--- src/rtl/pipeFlow_pkg.sv ---
// Shared pipeline parameters and lane data type for the beat packer.
// Latency: n/a (types and constants only).
// Backpressure: n/a.
package pipeFlow_pkg;

  // Width of one beat coming out of the upstream pipeline.
  localparam int PF_DATA_W = 5;
  // Beats gathered into one output word.
  localparam int PF_PACK_N = 4;

  // One lane of an output word at the default beat width.
  typedef logic [PF_DATA_W-1:0] lane_t;

endpackage : pipeFlow_pkg

--- src/rtl/pipe_packer.sv ---
// Packs DATA_W-bit beats into DATA_W*PACK_N-bit words; flush emits a partial word.
// Latency: the completing beat (or honoured flush) in cycle N gives out_valid in cycle N+1.
// Backpressure: in_rdy = !out_valid || out_rdy; a held word stalls input and flush.
module pipe_packer
  import pipeFlow_pkg::*;
#(
  parameter int DATA_W = PF_DATA_W,
  parameter int PACK_N = PF_PACK_N
) (
  input  logic                     clk_i,
  input  logic                     reset_i,
  input  logic [DATA_W-1:0]        in_val,
  input  logic                     in_valid,
  output logic                     in_rdy,
  input  logic                     flush_i,
  output logic [DATA_W*PACK_N-1:0] out_word,
  output logic [3:0]               out_count,
  output logic                     out_valid,
  input  logic                     out_rdy
);

  localparam int CNT_W = (PACK_N > 2) ? $clog2(PACK_N) : 1;
  localparam logic [CNT_W-1:0] LAST_LANE = CNT_W'(PACK_N - 1);

  logic [DATA_W-1:0]        lanes [PACK_N];
  logic [CNT_W-1:0]         cnt;
  logic                     acc;
  logic                     flush_ok;
  logic                     emit;
  logic [DATA_W*PACK_N-1:0] nxt_word;
  logic [3:0]               nxt_count;

  // The output register can take a new word whenever it is empty or being drained.
  assign in_rdy    = !out_valid || out_rdy;
  assign acc       = in_valid && in_rdy;
  assign flush_ok  = flush_i && in_rdy;
  // A word leaves on the last lane, or on a flush that has at least one beat to send.
  assign emit      = (acc && (cnt == LAST_LANE)) || (flush_ok && (acc || (cnt != '0)));
  assign nxt_count = 4'(cnt) + 4'(acc);

  // Assemble the candidate word: stored lanes, plus this cycle's beat, zeros above.
  always_comb begin
    nxt_word = '0;
    for (int i = 0; i < PACK_N; i++) begin
      if (i < int'(cnt)) begin
        nxt_word[i*DATA_W +: DATA_W] = lanes[i];
      end else if (acc && (i == int'(cnt))) begin
        nxt_word[i*DATA_W +: DATA_W] = in_val;
      end
    end
  end

  // Lane storage and fill counter; everything is cleared once a word is emitted.
  always_ff @(posedge clk_i or negedge reset_i) begin
    if (!reset_i) begin
      cnt <= '0;
      for (int i = 0; i < PACK_N; i++) begin
        lanes[i] <= '0;
      end
    end else if (emit) begin
      cnt <= '0;
      for (int i = 0; i < PACK_N; i++) begin
        lanes[i] <= '0;
      end
    end else if (acc) begin
      cnt <= cnt + 1'b1;
      for (int i = 0; i < PACK_N; i++) begin
        if (i == int'(cnt)) begin
          lanes[i] <= in_val;
        end
      end
    end
  end

  // Output register: load on emit (only possible when free), drop valid when drained.
  always_ff @(posedge clk_i or negedge reset_i) begin
    if (!reset_i) begin
      out_word  <= '0;
      out_count <= '0;
      out_valid <= 1'b0;
    end else if (emit) begin
      out_word  <= nxt_word;
      out_count <= nxt_count;
      out_valid <= 1'b1;
    end else if (out_valid && out_rdy) begin
      out_valid <= 1'b0;
    end
  end

endmodule : pipe_packer

--- config.mk ---
export PLATFORM = sky130hd
export DESIGN_NAME = pipe_packer
export DESIGN_NICKNAME = d
export VERILOG_FILES = /design/src/rtl/pipeFlow_pkg.sv /design/src/rtl/pipe_packer.sv
export SDC_FILE = /design/constraint.sdc
export NUM_CORES = 1
export LEC_CHECK = 0
export CORE_MARGIN = 2
export CORE_UTILIZATION = 50
export DETAILED_ROUTE_END_ITERATION = 12
export PLACE_DENSITY_LB_ADDON = 0.12
export SYNTH_ARGS = -nofsm -noshare
export SYNTH_HDL_FRONTEND = slang
export SYNTH_SLANG_ARGS = --single-unit
--- constraint.sdc ---
create_clock -name clk_i -period 5.8 [get_ports clk_i]
set_input_delay 1.16 -clock clk_i [delete_from_list [all_inputs] [get_ports clk_i]]
set_output_delay 1.16 -clock clk_i [all_outputs]
set_load 0.05 [all_outputs]
Yosys cells after proc, flatten, opt, wreduce, memory -nomap -nowiden
Cells that the tools add are included.
{"block": "word_totals", "regBits": 42, "input_bits": 10, "output_inout_bits": 26, "wordCells": 56}
{"block": "classes", "add_sub_neg": 2, "order_cmp": 3, "eq_ne": 4, "muxes": 17, "reduce_logical": 23}
{"cell": "two-way mux 5 bit", "count": 11}
{"cell": "two-way mux 20 bit", "count": 2}
{"cell": "nonzero test 2 bit", "count": 6}
{"cell": "logical AND 1 bit", "count": 9}
{"cell": "AND reduction 2 bit", "count": 3}
{"cell": "equality test 2 bit, first input constant", "count": 2}
{"cell": "< comparator 1 x 2 -> 1 bit, first input constant", "count": 2}
{"cell": "two-way mux 2 bit", "count": 2}
{"cell": "adder 2 x 1 -> 3 bit", "count": 1}
{"cell": "logical OR 1 bit", "count": 3}
{"cell": "adder 2 x 1 -> 2 bit, second input constant", "count": 1}
{"cell": "equality test 1 x 2 -> 1 bit, first input constant", "count": 1}
{"cell": "equality test 2 bit, second input constant", "count": 1}
{"cell": "zero test 2 bit", "count": 1}
{"cell": "< comparator 2 bit, first input constant", "count": 1}
{"cell": "two-way mux 1 bit", "count": 2}
{"cell": "zero test 1 bit", "count": 1}

Depth between registers and ports, before layout
{"block": "depth", "word_depth": 8, "mapped_depth": 9, "ltp_nobuf": 5}

Worst setup path after synthesis
OpenSTA, ideal clock, no wires.
{"block": "synth_path", "path_type": "input to output", "start": "input port out_rdy", "end": "output port in_rdy", "arrival_time_ps": 1914, "required_time_ps": 4640, "path_slack_ps": 2726, "cell_stages": 3, "n_path_buf": 1, "cell_sequence": "nor2b_4 -> inv_2 -> clkbuf_1"}
{"block": "synth_via", "elab_chain_cells": 1}
{"element": "from (decl)", "line_no": "pipe_packer.sv:19", "text": "input logic out_rdy"}
{"element": "logical OR 1 bit", "line_no": "pipe_packer.sv:34", "text": "assign in_rdy = !out_valid || out_rdy;"}
{"element": "to (decl)", "line_no": "pipe_packer.sv:14", "text": "output logic in_rdy,"}
No other way between the ends.

Final worst setup path
Ends and elaborated chain as after synthesis.

==> qor.csv <==
stage;metric;value;unit
outcome;outcome;complete, no violations;
routing;antenna-violating nets left;0;
routing;Avg Vias per Cell;5.59;
routing;First DRT Iteration DRCs;139;
timing;fin crit period;4.39;ns
floorplanning;num rows;23;
grt;number of global-route vias before repair;1403;
setup_path;critical path peak fanout;29;
setup_path;Worst path slowest cell;clkdlybuf4s50_1;
final_layout;FF/Latch Area;1030;µm²
pwr;overall power;1.22;mW
routing;WL per Instance;15.4;µm
setup_path;CP most frequent cell;clkdlybuf4s50_1;
clock_network;root buffer selected by CTS;clkbuf_8;
clock_network;Clock Tree Buf Depth;2;
yosys;Avg Inst Size Synth;10.7;µm²
placement;placed wire-length estimate;2.82;mm
pwr;Pleak;1.10;nW
placement;GP Congestion;0.825;
timing;Final Cycle Share;75.6;%
setup_path;R2R Setup Slk;3.56;ns
yosys;Syn Std Cell Area;2040;µm²
timing;final setup fails;0;
clock_network;Hold Buf Count CTS;0;
grt;initial antenna violation count;0;
placement;placement-stage cell area;2350;µm²
timing;Final Max Slew Viols;0;
yosys;Mapped Nets;208;
grt;global-route wire length before repair;6.82;mm
timing;skew final;0.00934;ns
clock_network;CTS buffer count;5;
setup_path;cells along the critical path;clkdlybuf4s50_1 > nor2b_4 > inv_2 > clkdlybuf4s50_1;
floorplanning;io pins;36;
timing;worst hold margin;0.512;ns
grt;largest net degree at the start of global routing;42;
final_layout;Area Overhead vs Synth;21.0;%
floorplanning;Die Wd;67.9;µm
pwr;Power per Cell Area;494;nW/µm²
hold_path;worst hold-check path type;flop to flop;
setup_path;launching point of the worst reg2reg path;cnt[1];
hold_path;hold path cells;1;
clock_network;post-cts resize count;0;
clock_network;CTS tree;built;
final_layout;Final Instance Area;2470;µm²
hold_path;hold_sp;out_word[5];
timing;RSZ-0062 raised after global routing;no;
timing;setup TNS;0;ns
final_layout;layout cells sized above 1;10.9;%
yosys;Warnings, synthesis;0;
setup_path;CP peak stage delay;0.79;ns
yosys;Syn Inst Count;191;
timing;final setup margin;1.41;ns
setup_path;required time of the critical path;4.64;ns
clock_network;worst skew pair latency;0.29;ns
timing;final hold vios;0;
setup_path;Reg2Reg Capture Point;out_word[6];
hold_path;destination of the worst hold path;out_word[5];
floorplanning;die height;67.9;µm
routing;DR pass1 iterations;4;
floorplanning;Die Footprint;4610;µm²
grt;Remaining Overflow, GRT;0;
final_layout;nets;236;
setup_path;crit start category;input pin;
setup_path;Worst R2R Path Depth;6;
routing;drt total wl;4.17;mm
yosys;synth unique cells;28;
floorplanning;Initial Util;51.4;%
clock_network;clock sinks;41;
placement;worst slack at placement;1.43;ns
timing;Fmax achieved;228;MHz
clock_network;CTS H-tree lvls;2;
floorplanning;Core Area;3970;µm²
pwr;Peak VDD IR;0.000274;V
yosys;Seq/Total Area, Yosys;50.2;%
clock_network;post-CTS setup buffers;0;
final_layout;Multi-input gate area;866;µm²
final_layout;Antenna Cells;0;
placement;port bufs;34;
routing;drt drc;0;
setup_path;CP arrival;3.23;ns
setup_path;Crit Path Class;input pin to primary output;
yosys;Yosys reg bits;41;
clock_network;CTS clk-pin slew, worst paths;0.07;ns
grt;Overall Global Routing Usage;20.3;%
final_layout;# fillers;324;
routing;vias post-DR;1510;
flow_run;max-cap check violation count;0;
setup_path;CP endpoint kind;primary output;
timing;Slew headroom;41.1;%
timing;Least-Margin Pin Slew;0.883;ns
==> sequential cells by signal, indices dropped and copies added, names as in the netlist <==
register / count
lanes: 15
cnt: 2
out_valid: 1
out_count: 3
out_word: 20
==> synth_stat cells, drive strengths merged <==
cell type  count  area [µm²]
a21oi         17        85.1
a22o           5        43.8
mux2          13         173
and3           1        6.26
conb           1        3.75
dfrtp         41        1030
ha             7        87.6
nand2         14        52.6
o41ai         10        87.6
buf           10        78.8
inv           15        56.3
nor2           1        3.75
nand3         17        85.1
clkbuf         4        15.0
o21ai         18        90.1
and2           3        18.8
nor2b          2        20.0
mux2i          5        50.1
a32oi          5        43.8
o21a           2        15.0
==> worst max-delay path by stage <==
stage	endpoint	start	slack [ns]	cells past startpoint
final	in_rdy	out_rdy	1.41	4
after global routing	in_rdy	out_rdy	1.31	4
after CTS	in_rdy	out_rdy	1.42	4
after detailed placement	in_rdy	out_rdy	1.43	4
after global placement	in_rdy	out_rdy	1.45	4
after floorplan	in_rdy	out_rdy	2.73	3
==> placed cells by master (no fill, tap or decap), drive strengths merged <==
cell type,count
clkbuf,7
nor2b,2
bufinv,1
a32oi,5
nor2,1
o41ai,10
and3,1
a21oi,17
inv,15
a22o,5
o21a,2
dfrtp,41
and2,3
mux2i,5
ha,7
nand3,17
conb,1
mux2,13
buf,2
o21ai,18
clkdlybuf4s50,33
nand2,14
==> per-layer routing <==
| layer | track usage, % | vias to the layer above | wire [µm] | share of wire, % |
|---|---|---|---|---|
| li1 | - | 738 | - | - |
| met1 | 28.2 | 718 | 2030 | 49 |
| met2 | 30.6 | 49 | 1880 | 45 |
| met3 | 5.43 | 5 | 197 | 4.7 |
| met4 | 7.50 | 0 | 64 | 1.5 |
| met5 | 0 | - | 0 | 0 |
==> final cells by class <==
type | instances | area share (%)
clock buffer | 7 | 3.50
clock inverter | 1 | 1.22
inverter | 15 | 2.28
multi-input combinational | 121 | 35.1
sequential | 41 | 41.5
tap | 50 | 2.53
timing repair buffer | 35 | 13.9
==> metrics by stage <==
step           cells  util (%)
3_3_place_gp     262      59.3
2_1_floorplan    191         -
4_1_cts          270      62.2
3_5_place_dp     262      59.3
5_1_grt          270      62.2
6_report         270      62.2
==> worst max-delay path, delay by kind of cell <==
| family | cells | cell delay [ns] |
|---|---|---|
| buffers and inverters | 3 | 1.57 |
| and+or+nand+nor | 1 | 0.48 |
==> kinds of logic after synthesis <==
logic type	Yosys count	share of synthesized area, %
AO/OA/AOI/OAI	57	17.9
flip-flops	41	50.2
AND/OR/NAND/NOR	38	9.13
buffers and inverters	29	7.35
multiplexers	18	10.9
adder cells (fa/ha/maj)	7	4.29
other	1	0.184
==> report_power, final <==
group	internal, mW	switching [mW]
sequential	0.370	0.0562
combinational	0.196	0.364
clock	0.140	0.0937
total	0.706	0.514
Power figures use the tool's default switching activity.
